File: src/rtl/serdes_pkg.sv
// serdes_pkg: shared definitions for serial_frame_deserializer.
//   state_t    : frame decoder states (IDLE, ADDR, DATA, END, DISCARD)
//   ADDR_W_DEF : default address width
//   DATA_W_DEF : default data word width (excluding flag bit)
//   cnt_width  : width of the bit counter that covers both phases
package serdes_pkg;

    localparam int ADDR_W_DEF = 6;
    localparam int DATA_W_DEF = 4;

    typedef enum logic [2:0] {
        IDLE,
        ADDR,
        DATA,
        END,
        DISCARD
    } state_t;

    // $clog2(max(addr_w, data_w + 1) + 1)
    function automatic int cnt_width(input int addr_w, input int data_w);
        int m;
        m = (addr_w > data_w + 1) ? addr_w : data_w + 1;
        return $clog2(m + 1);
    endfunction

endpackage

File: src/rtl/serial_frame_deserializer_bit_shifter.sv
// bit_shifter: serial-in / parallel-out shift register.
//   clk      : rising-edge clock
//   rst      : synchronous active-high reset (q -> 0)
//   shift_en : shift din in this cycle
//   clear    : zero the register; with shift_en, din lands in an empty register
//   din      : serial input bit
//   q        : parallel contents
// Macro SER_LSB_FIRST_EN: defined -> first received bit ends up in bit 0;
// undefined -> first received bit ends up in bit W-1 (MSB first).
module bit_shifter #(
    parameter int W = 4
) (
    input  logic         clk,
    input  logic         rst,
    input  logic         shift_en,
    input  logic         clear,
    input  logic         din,
    output logic [W-1:0] q
);

    logic [W-1:0] base;

    always_comb begin
        base = clear ? '0 : q;
    end

    always_ff @(posedge clk) begin
        if (rst) begin
            q <= '0;
        end else if (shift_en) begin
`ifdef SER_LSB_FIRST_EN
            q <= (base >> 1) | (W'(din) << (W - 1));
`else
            q <= (base << 1) | W'(din);
`endif
        end else if (clear) begin
            q <= '0;
        end
    end

endmodule

File: src/rtl/serial_frame_deserializer.sv
// serial_frame_deserializer: decodes framed serial traffic into
// (address, data word) pairs.
//   clk        : rising-edge clock
//   rst        : synchronous active-high reset
//   serin      : serial data line
//   en_1       : address-phase enable
//   en_2       : data-phase enable (DATA_W data bits + 1 flag bit per word)
//   addr_out   : frame address, held until the next address completes
//   data_out   : last completed word, held until the next word
//   word_valid : one-cycle pulse, addr_out/data_out carry a new word
//   last_word  : flag bit of the word, qualified by word_valid
//   frame_done : one-cycle pulse on a clean frame close
//   frame_err  : one-cycle pulse on a framing violation (once per frame)
// Macro SER_LSB_FIRST_EN selects LSB-first bit order (see bit_shifter).
module serial_frame_deserializer
    import serdes_pkg::*;
#(
    parameter int ADDR_W = ADDR_W_DEF,
    parameter int DATA_W = DATA_W_DEF
) (
    input  logic              clk,
    input  logic              rst,
    input  logic              serin,
    input  logic              en_1,
    input  logic              en_2,
    output logic [ADDR_W-1:0] addr_out,
    output logic [DATA_W-1:0] data_out,
    output logic              word_valid,
    output logic              last_word,
    output logic              frame_done,
    output logic              frame_err
);

    localparam int CW = cnt_width(ADDR_W, DATA_W);
    localparam logic [CW-1:0] ADDR_LAST = CW'(ADDR_W);
    localparam logic [CW-1:0] DATA_LAST = CW'(DATA_W);
    localparam logic [CW-1:0] ONE       = CW'(1);

    state_t            state, state_next;
    logic [CW-1:0]     cnt, cnt_next;
    logic              addr_shift, addr_clr, data_shift, data_clr;
    logic              latch_addr, emit_word, done_set, err_set;
    logic [ADDR_W-1:0] addr_sr;
    logic [DATA_W-1:0] data_sr;

    bit_shifter #(.W(ADDR_W)) u_addr_shifter (
        .clk      (clk),
        .rst      (rst),
        .shift_en (addr_shift),
        .clear    (addr_clr),
        .din      (serin),
        .q        (addr_sr)
    );

    bit_shifter #(.W(DATA_W)) u_data_shifter (
        .clk      (clk),
        .rst      (rst),
        .shift_en (data_shift),
        .clear    (data_clr),
        .din      (serin),
        .q        (data_sr)
    );

    // State register
    always_ff @(posedge clk) begin
        if (rst) begin
            state <= IDLE;
        end else begin
            state <= state_next;
        end
    end

    // Next-state logic
    always_comb begin
        state_next = state;
        unique case (state)
            IDLE: begin
                if (en_2)      state_next = DISCARD;
                else if (en_1) state_next = ADDR;
            end
            ADDR: begin
                if (en_1 && !en_2)      state_next = (cnt == ADDR_LAST) ? DISCARD : ADDR;
                else if (!en_1 && en_2) state_next = (cnt == ADDR_LAST) ? DATA : DISCARD;
                else if (en_1 && en_2)  state_next = DISCARD;
                else                    state_next = IDLE;
            end
            DATA: begin
                if (en_1)                           state_next = DISCARD;
                else if (!en_2)                     state_next = IDLE;
                else if (cnt == DATA_LAST && serin) state_next = END;
            end
            END: begin
                // en_1 arriving as en_2 drops starts the next frame at once
                if (en_2)      state_next = DISCARD;
                else if (en_1) state_next = ADDR;
                else           state_next = IDLE;
            end
            DISCARD: begin
                if (!en_1 && !en_2) state_next = IDLE;
            end
            default: state_next = IDLE;
        endcase
    end

    // Datapath controls; cnt counts bits already received in the current group
    always_comb begin
        cnt_next   = '0;
        addr_shift = 1'b0;
        addr_clr   = 1'b0;
        data_shift = 1'b0;
        data_clr   = 1'b0;
        latch_addr = 1'b0;
        emit_word  = 1'b0;
        done_set   = 1'b0;
        err_set    = 1'b0;
        unique case (state)
            IDLE: begin
                if (en_2) begin
                    err_set = 1'b1;
                end else if (en_1) begin
                    addr_clr   = 1'b1;
                    addr_shift = 1'b1;
                    cnt_next   = ONE;
                end
            end
            ADDR: begin
                if (en_1 && !en_2) begin
                    if (cnt == ADDR_LAST) begin
                        err_set = 1'b1;
                    end else begin
                        addr_shift = 1'b1;
                        cnt_next   = cnt + ONE;
                    end
                end else if (!en_1 && en_2) begin
                    if (cnt == ADDR_LAST) begin
                        latch_addr = 1'b1;
                        data_clr   = 1'b1;
                        data_shift = 1'b1;
                        cnt_next   = ONE;
                    end else begin
                        err_set = 1'b1;
                    end
                end else begin
                    err_set = 1'b1;
                end
            end
            DATA: begin
                if (en_1 || !en_2) begin
                    err_set = 1'b1;
                end else if (cnt == DATA_LAST) begin
                    emit_word = 1'b1;
                end else begin
                    data_shift = 1'b1;
                    cnt_next   = cnt + ONE;
                end
            end
            END: begin
                if (en_2) begin
                    err_set = 1'b1;
                end else begin
                    done_set = 1'b1;
                    if (en_1) begin
                        addr_clr   = 1'b1;
                        addr_shift = 1'b1;
                        cnt_next   = ONE;
                    end
                end
            end
            DISCARD: begin
            end
            default: begin
            end
        endcase
    end

    // Counter and registered outputs
    always_ff @(posedge clk) begin
        if (rst) begin
            cnt        <= '0;
            addr_out   <= '0;
            data_out   <= '0;
            word_valid <= 1'b0;
            last_word  <= 1'b0;
            frame_done <= 1'b0;
            frame_err  <= 1'b0;
        end else begin
            cnt        <= cnt_next;
            word_valid <= emit_word;
            last_word  <= emit_word & serin;
            frame_done <= done_set;
            frame_err  <= err_set;
            if (latch_addr) addr_out <= addr_sr;
            if (emit_word)  data_out <= data_sr;
        end
    end

endmodule

File: config.mk
export PLATFORM = sky130hd
export DESIGN_NAME = serial_frame_deserializer
export DESIGN_NICKNAME = d
export VERILOG_FILES = /design/src/rtl/serdes_pkg.sv /design/src/rtl/serial_frame_deserializer_bit_shifter.sv /design/src/rtl/serial_frame_deserializer.sv
export SDC_FILE = /design/constraint.sdc
export NUM_CORES = 1
export LEC_CHECK = 0
export ABC_AREA = 1
export ABC_CLOCK_PERIOD_IN_PS = 1600
export CORE_MARGIN = 4
export CORE_UTILIZATION = 60
export CTS_CLUSTER_SIZE = 40
export DETAILED_ROUTE_END_ITERATION = 10
export DONT_BUFFER_PORTS = 1
export PLACE_DENSITY = 0.75
export SYNTH_ARGS = -nofsm -noshare
export SYNTH_HDL_FRONTEND = slang
export SYNTH_SLANG_ARGS = --single-unit
File: constraint.sdc
create_clock -name clk -period 1.6 [get_ports clk]
set_input_delay 0 -clock clk [delete_from_list [all_inputs] [get_ports clk]]
set_output_delay 0 -clock clk [all_outputs]
set_load 0.005 [all_outputs]
== After elaboration in Yosys (flattened, before gate mapping) ==
Cells that the tools add are included.

* Register bits after elaboration: 30
* Input port bits: 5
* Output and inout port bits: 14
* Word-level logic and storage cells: 88

* Add/sub/neg operators: 1
* Equality and inequality tests: 9
* Muxes and demuxes: 48
* Bitwise gates (word level): 4
* Reduce and logical (&&, ||, !) cells: 14

{| class="wikitable"
|+ Operator list
! cell !! count
|-
| $mux 3 || 16
|-
| $mux 1 || 23
|-
| $pmux 3 s5 || 1
|-
| $mux 6 || 2
|-
| $eq 3x3->1 const B || 3
|-
| $pmux 3 s3 || 1
|-
| $mux 4 || 2
|-
| $eq 3x2->1 const B || 2
|-
| $or 6x1->6 || 1
|-
| $logic_and 1x1->1 || 5
|-
| $ne 4x4->1 const B || 1
|-
| $or 4x1->4 || 1
|-
| $pmux 1 s2 || 2
|-
| $reduce_bool 2->1 || 2
|-
| $reduce_or 2->1 || 2
|-
| $add 3x1->3 const B || 1
|-
| $eq 3x1->1 const B || 1
|-
| $logic_not 3->1 || 1
|-
| $ne 3x3->1 const B || 1
|-
| $pmux 1 s3 || 1
|-
| $reduce_and 3->1 || 1
|-
| $logic_not 1->1 || 2
|-
| $ne 2x2->1 const B || 1
|-
| $and 1x1->1 || 1
|-
| 2 further kinds || 2
|}

== Depth between registers and ports, before layout ==
Gate-level depths: netlist of the first run.

* Depth after elaboration: 8
* Gate-level depth with buffers: 9
* Depth with buffers taken out: 9

== Modules after synthesis ==
From an unflattened synthesis of the first run, not the netlist that was laid out.

* Cells, all modules: 204
* Area, all modules: 1,423.9 um^2

{| class="wikitable"
|+ By module, submodules not included
! module !! times used !! cells an instance !! area an instance (um^2) !! seq. area each (um^2)
|-
| serial_frame_deserializer || 1 || 145 || 1,001.0 || 400.4
|-
| bit_shifter (u_addr_shifter) || 1 || 34 || 251.5 || 120.1
|-
| bit_shifter (u_data_shifter) || 1 || 25 || 171.4 || 80.1
|}

== Least setup slack after synthesis of the first run ==
No wires, ideal clock.

* Path kind: reg-to-reg
* From: register cnt[0]
* To: register u_addr_shifter.q[0]
* Setup time: 0.115 ns
* Arrival time: 1.223 ns
* Data required time: 1.485 ns
* Path slack: 0.262 ns
* Stages on the path, launching flop included: 9
* Buffers on the path: 0
* Period minus slack after synthesis: 1.338 ns
* Cell sequence: dfxtp_1 -> inv_1 -> ha_1 -> nand2_1 -> inv_1 -> nor2_1 -> nand2_2 -> a21oi_1 -> nor2_1

* Longest elaborated chain between the ends: 5

{| class="wikitable"
|+ Ends and longest elaborated chain
! item !! RTL line !! text
|-
| start: declaration || serial_frame_deserializer.sv:40 || <nowiki>logic [CW-1:0] cnt, cnt_next;</nowiki>
|-
| start signal: assignment || serial_frame_deserializer.sv:187 || <nowiki>cnt <= cnt_next;</nowiki>
|-
| $eq 3x3->1 || serial_frame_deserializer.sv:128 || <nowiki>if (cnt == ADDR_LAST) begin</nowiki>
|-
| $mux 1 || serial_frame_deserializer.sv:128 ||
|-
| $mux 1 || serial_frame_deserializer.sv:127 || <nowiki>if (en_1 && !en_2) begin</nowiki>
|-
| $pmux 1 s2 || serial_frame_deserializer.sv:116 || <nowiki>unique case (state)</nowiki>
|-
| $mux 6 || serial_frame_deserializer_bit_shifter.sv:30 || <nowiki>end else if (shift_en) begin</nowiki>
|-
| end signal: assignment || serial_frame_deserializer_bit_shifter.sv:34 || <nowiki>q <= (base << 1) | W'(din);</nowiki>
|-
| end: declaration || serial_frame_deserializer_bit_shifter.sv:18 || <nowiki>output logic [W-1:0] q</nowiki>
|}

Every way passes these cells.
A chain may end at the register's enable or synchronous reset.

== Final worst setup path of the first run ==
* From: register cnt[0]
* To: register state[0]

* Longest elaborated chain between the ends: 4
* Elaborated cells on any way between the ends: 8
* Those cells by class: eq/ne: 3; mux: 3; reduce/logical: 2

{| class="wikitable"
|+ Ends and longest elaborated chain
! item !! RTL line !! text
|-
| $eq 3x3->1, on equally long branches || serial_frame_deserializer.sv:82, serial_frame_deserializer.sv:90 ||
|-
| $mux 3 or $logic_and 1x1->1 (tied branches) || serial_frame_deserializer.sv:82, serial_frame_deserializer.sv:90 ||
|-
| $mux 3 or $ne 4x4->1 (tied branches) || -- ||
|-
| $pmux 3 s5 or $reduce_and 3->1 (tied branches) || -- ||
|-
| end signal: assignment || serial_frame_deserializer.sv:69 || <nowiki>state <= state_next;</nowiki>
|-
| end: declaration || serial_frame_deserializer.sv:39 || <nowiki>state_t state, state_next;</nowiki>
|}

Several ways; a longest one is shown, not always the timed one.

==> results.ini, run 1 <==
[outcome]
status = finished clean

[clock_network]
cts_tree = done
path_clk_slew_ns = 0.09
clk_path_buf_depth = 2
cts_buffers = 5
cts_sinks = 30
cts-root-buf = clkbuf_4
htree_levels = 2
clk-insertion-delay-late_ns = 0.34

[timing]
slew-limit-headroom_pct = 57.8
grt_setup_unrepaired = false
maxSlewViolCount = 0
setup_viol = 0
min_period_ns = 1.41
tightest_slew_ns = 0.632
fin_crit_sh_pct = 87.9
hold_slack_ns = 0.0336
finalSetupTns_ns = 0
fin_ws_ns = 0.193
fmax_mhz = 711
finClkSkew_ns = 0.00867
finalHoldViolations = 0

[final_layout]
seq_area_um2 = 601
drive_gt1_share_pct = 17.6
fillers = 202
final_cells = 232
final_nets = 211
multi_input_area_um2 = 756
diodes = 0
synthToLayoutAreaGrowth_pct = 9.40

[floorplan]
die_h_um = 57.2
io_pins = 19
initial_core_util_pct = 64.3
rows = 17
fp.dieW_um = 57.2
coreArea_um2 = 2250
dieArea_um2 = 3270

[route]
wl_met3_um = 201
drt_iter0_drc = 32
wire_per_inst_um = 12.1
wl_met1_mm = 1.20
vias = 1232
top_layer = met4
route.met2.wl_mm = 1.36
drt-vias-per-instance = 5.31
routed_wl_mm = 2.82
drc = 0
final_antenna_net_count = 0
first_pass_iters = 4

[synthesis]
synth.avg_cell_area_um2 = 7.51
synth_compound_area_share_pct = 6.38
seq_area_frac_synth_pct = 41.4
synth_area_leader_cell = dfxtp_1
syn_nets = 201
ys_ff_latch = 30
yosys-top-cells-area = dfxtp_1, nor2_1, nand2_1
synth.mux.area_fraction_pct = 0
synth.cells.most_frequent = nor2_1, nand2_1, dfxtp_1
synthArstFlopShare_pct = 0
synth-xor-area-share_pct = 0.604
synth_fa_ha_area_share_pct = 2.59
synthSimpleGateAreaFrac_pct = 41.9
synth_most_common_cell = nor2_1
synth_edf_count = 0
syn_area_um2 = 1450
syn_inst = 193
yosysWarnings = 0
synth_top_family_by_area = simple AND/OR/NAND/NOR gates
ys_types = 27
synth.top_cell.area_share_pct = 41.4
yosys_most_used_dff = dfxtp_1

[worst_setup_path]
crit_family = simple AND/OR/NAND/NOR gates
r2r_start = cnt[0]$_SDFF_PP0_
critical_path_arrival_ns = 1.68
reg2reg_setup_slack_ns = 0.19
path_class = reg2reg
critPathLaunch = cnt[0]$_SDFF_PP0_
crit_fanout = 5
end_kind = register
startpoint_type = register
cp_slowest_cell = dfxtp_1
cpPeakStageDelay_ns = 0.34
critical_path.cell_chain = inv_1, ha_1, nand2_2, inv_1, nor2_2, nand2_2, nand2_1, nand2_1, a21oi_1
worst_ep_required_time_ns = 1.88
cp_num_buf_inv = 2

[hold_path]
hold_path_startpoint = en_1
hold_class = in2reg

[pwr]
p_leak_nw = 0.738
vdd_drop_max_uv = 613
powerDensity_nw_per_um2 = 879

[placement]
post-place-ws_ns = 0.152
hpwl_mm = 1.99
dp.cells = 218
io_buffers = 0
place_congestion = 0.822

[global_route]
grt_pass1_vias = 1156
overflow = 0
grt_max_degree = 19
grt_antenna_before_repair = 0
grt_pass1_wl_mm = 4.84
grt_use_total_pct = 19.4

[job]
maxCapViolations = 0

==> worst register-to-register path: stages (launching register included) <==
cell and delay [ns]:
dfxtp_1 0.34, inv_1 0.07, ha_1 0.22, nand2_2 0.12, inv_1 0.07, nor2_2 0.16
nand2_2 0.12, nand2_1 0.08, nand2_1 0.05, a21oi_1 0.13
==> where the power goes <==
part | switching (W) | total (W) | internal [W]
registers | 0.0000166 | 0.000775 | 0.000758
clock network | 0.000266 | 0.000477 | 0.000211
logic | 0.0000945 | 0.000143 | 0.0000488
total | 0.000377 | 0.00140 | 0.00102
==> through the flow <==
stage               instance area (µm²)  utilization [%]  power (W)
finish                             1590             70.4    0.00140
global route                       1590             70.4    0.00146
global placement                   1460             64.9   0.000911
floorplan                          1450                -   0.000897
detailed placement                 1460             64.9   0.000915
CTS                                1580             70.0    0.00140
==> per-layer routing <==
metal  track usage (%)  up-vias
li1                  -      630
met1              21.6      564
met2              32.3       33
met3              7.92        5
met4              8.94        0
met5                 0        -
==> layout make-up <==
cell class / instances / area share (%)
Multi-Input combinational cell: 140 / 47.6
Clock inverter: 2 / 0.789
Clock buffer: 6 / 3.23
Timing Repair Buffer: 5 / 3.15
Inverter: 21 / 5.13
Tap cell: 28 / 2.21
Sequential cell: 30 / 37.9
==> repair_timing <==
| action | CTS | global route |
|---|---|---|
| resized for setup | 0 | 2 |
| endpoints found under the setup margin | 0 | 9 |
| setup buffers | 0 | 0 |
| hold buffers | 5 | 0 |
| hold endpoints to repair | 16 | 0 |
==> path summary, 6_finish.rpt <==
| path | end | depth (start not counted) |
|---|---|---|
| worst max-delay path | state[0]$_SDFFE_PP0P_ | 9 |
| worst min-delay path | state[2]$_SDFFE_PP0P_ | 6 |
| worst max register to register | state[0]$_SDFFE_PP0P_ | 9 |
| worst min register to register | u_addr_shifter.q[4]$_SDFF_PP0_ | 2 |
==> layout by cell type (no fill, tap or decap) <==
master,instances
clkbuf_8,1
nand3b_1,1
inv_4,1
nand3_2,2
xnor2_1,1
o21ai_1,4
clkinvlp_4,1
o21ai_0,5
inv_1,17
o21ai_2,1
nor2_4,3
nor2_2,2
ha_1,3
nand2_4,7
dlygate4sd3_1,5
nor3_1,2
nand2_1,37
inv_2,3
a21oi_1,6
clkinv_2,1
dfxtp_1,30
clkbuf_4,5
nand4_1,3
nor2_1,38
a21oi_2,1
nor3b_1,1
nand2_2,5
nor3_2,2
nand3_1,15
nor2_8,1
==> flip-flops by register name, indices dropped and copies added (netlist names) <==
| signal | count |
|---|---|
| addr_out | 6 |
| cnt | 3 |
| data_out | 4 |
| u_addr_shifter.q | 6 |
| word_valid | 1 |
| frame_done | 1 |
| state | 3 |
| frame_err | 1 |
| u_data_shifter.q | 4 |
| last_word | 1 |
==> logic make-up after synthesis <==
kind of cell | after synthesis
buffers and inverters | 24
adders and majority gates | 3
AOI/OAI and AO/OA | 17
DFF | 30
and+or+nand+nor | 118
xor gates and xnor gates | 1
Note: power is estimated with default switching activity, not from simulation.
==> inputs of run 2 (changes only) <==
==> constraint.sdc (replaced) <==
create_clock -name clk -period 1.6 [get_ports clk]
set_input_delay 0.24 -clock clk [delete_from_list [all_inputs] [get_ports clk]]
set_output_delay 0.24 -clock clk [all_outputs]
set_load 0.005 [all_outputs]
==> results.ini, run 2 (synthesized netlist as in run 1, its figures left out) <==
[placement]
dp.cells = 218  ; unchanged
io_buffers = 0  ; unchanged
hpwl_mm = 1.99  ; unchanged
post-place-ws_ns = 0.152  ; unchanged
place_congestion = 0.822  ; unchanged

[worst_setup_path]
cpPeakStageDelay_ns = 0.34  ; about the same
reg2reg_setup_slack_ns = 0.19  ; about the same
end_kind = register
ff2ff_path_depth = 9  ; unchanged
regToRegEndpoint = state[0]$_SDFFE_PP0P_
cp_slowest_cell = dfxtp_1
critical_path.cell_chain = inv_1, ha_1, nand2_2, inv_1, nor2_2, nand2_2, nand2_1, nand2_1, a21oi_1
cp_num_buf_inv = 2  ; unchanged
path_class = reg2reg
critical_path_arrival_ns = 1.67  ; about the same
worst_ep_required_time_ns = 1.86  ; -0.02 ns
crit_family = simple AND/OR/NAND/NOR gates
startpoint_type = register
crit_fanout = 5  ; unchanged
r2r_start = cnt[0]$_SDFF_PP0_

[pwr]
p_sw_share_pct = 26.3  ; -0.78 points
powerDensity_nw_per_um2 = 883  ; +0.42%
p_seq_share_pct = 56.4  ; +0.9 points
p_leak_nw = 0.725  ; -1.7%
power.switching_w = 0.000361  ; -4.3%
pwr-share-clk_pct = 34.0  ; -0.2 points
power.total_w = 0.00137  ; -1.5%
intPower_w = 0.00101  ; -0.43%
vdd_drop_max_uv = 606  ; -1.1%
p_comb_share_pct = 9.6  ; -0.7 points

[hold_path]
hold_class = in2reg
hold_path_startpoint = serin
whs_endpoint = u_addr_shifter.q[0]$_SDFF_PP0_
hold_depth = 2  ; -4

[global_route]
grt_pass1_wl_mm = 4.74  ; -2.1%
grt_use_total_pct = 19.1  ; -0.28 points
grt_antenna_before_repair = 0  ; unchanged
grt_pass1_vias = 1131  ; -2.2%
grt_max_degree = 19  ; unchanged
overflow = 0  ; unchanged

[timing]
hold_slack_ns = 0.0482  ; +0.0146 ns
fin_ws_ns = 0.192  ; -0.00166 ns
finClkSkew_ns = 0.00904  ; +0.000369 ns
grt_setup_unrepaired = false
fmax_mhz = 710  ; -0.12%
finalHoldViolations = 0  ; unchanged
tightest_slew_ns = 0.624  ; -0.00737 ns
finalSetupTns_ns = 0  ; unchanged
slew-limit-headroom_pct = 58.3  ; +0.49 points
setup_viol = 0  ; unchanged
min_period_ns = 1.41  ; +0.00166 ns
fin_crit_sh_pct = 88.0  ; +0.10 points
maxSlewViolCount = 0  ; unchanged

[final_layout]
final_cells = 229  ; -1.3%
synthToLayoutAreaGrowth_pct = 7.33
drive_gt1_share_pct = 17.9  ; +0.26 points
diodes = 0  ; unchanged
final_cell_mix = nor2_1, nand2_1, dfxtp_1
final_nets = 208  ; -1.4%
layout_commonest_cell = nor2_1
top_regs = addr_out: 6 flops, u_addr_shifter.q: 6 flops

[clock_network]
clk_path_buf_depth = 2  ; unchanged
clk-insertion-delay-late_ns = 0.33  ; about the same
cts-root-buf = clkbuf_4
cts_sinks = 30  ; unchanged
cts_tree = done
post-cts-setup-buffers = 0  ; unchanged
htree_levels = 2  ; unchanged
cts_buffers = 5  ; unchanged
path_clk_slew_ns = 0.09  ; about the same

[floorplan]
rows = 17  ; unchanged
fp.dieW_um = 57.2  ; unchanged
initial_core_util_pct = 64.3  ; unchanged
dieArea_um2 = 3270  ; unchanged
die_h_um = 57.2  ; unchanged
io_pins = 19  ; unchanged
coreArea_um2 = 2250  ; unchanged

[route]
first_pass_iters = 5  ; +1
routed_wl_mm = 2.76  ; -2.2%
wire_per_inst_um = 12.0  ; -0.95%
drt-vias-per-instance = 5.29  ; -0.42%
drc = 0  ; unchanged
vias = 1211  ; -1.7%
drt_iter0_drc = 33  ; +3.1%
final_antenna_net_count = 0  ; unchanged

[job]
maxCapViolations = 0  ; unchanged

[outcome]
status = finished clean

## run 2: worst max-delay path by stage
stage / start / end / slack (ns) / cells after the start
final: cnt[0]$_SDFF_PP0_ / state[0]$_SDFFE_PP0P_ / 0.19 / 9
after CTS: cnt[0]$_SDFF_PP0_ / state[0]$_SDFFE_PP0P_ / 0.13 / 9
after floorplan: cnt[0]$_SDFF_PP0_ / u_addr_shifter.q[0]$_SDFF_PP0_ / 0.26 / 8
after detailed placement: cnt[0]$_SDFF_PP0_ / u_addr_shifter.q[0]$_SDFF_PP0_ / 0.15 / 8
after global placement: cnt[0]$_SDFF_PP0_ / state[0]$_SDFFE_PP0P_ / 0.20 / 9
after global routing: cnt[0]$_SDFF_PP0_ / u_addr_shifter.q[0]$_SDFF_PP0_ / 0.05 / 9
## run 2: metrics by stage
| stage | util (%) | area (µm²) |
|---|---|---|
| global route | 69.0 | 1560 |
| CTS | 68.6 | 1550 |
| floorplan | - | 1450 |
| detailed placement | 64.9 | 1460 |
| finish | 69.0 | 1560 |
| global placement | 64.9 | 1460 |
## run 2: cell type report
type	count	area (µm²)
multi-input combinational	140	756
fill	209	698
sequential	30	601
inverter	21	81.3
clock buffer	6	51.3
tap	28	35.0
timing repair buffer	2	20.0
clock inverter	2	12.5
## run 2: metal layers
layer  routed length, µm  GRT usage (%)
met5                   0              0
met2                1330           31.2
met3                 183           7.92
met4                  57           8.94
met1                1180           21.7
## run 2: timing repair
| item | CTS | global route |
|---|---|---|
| gates resized for setup | 0 | 2 |
| endpoints found under the setup margin | 0 | 9 |
| hold buffers | 2 | 0 |
| endpoints found under the hold margin | 7 | 0 |
## run 2: power groups by stage
| stage | clock (W) | sequential [W] | combinational (W) |
|---|---|---|---|
| floorplan | 0 | 0.000789 | 0.000108 |
| global placement | 0 | 0.000792 | 0.000119 |
| detailed placement | 0 | 0.000792 | 0.000122 |
| CTS | 0.000486 | 0.000775 | 0.000130 |
| global route | 0.000518 | 0.000777 | 0.000149 |
| finish | 0.000468 | 0.000775 | 0.000132 |
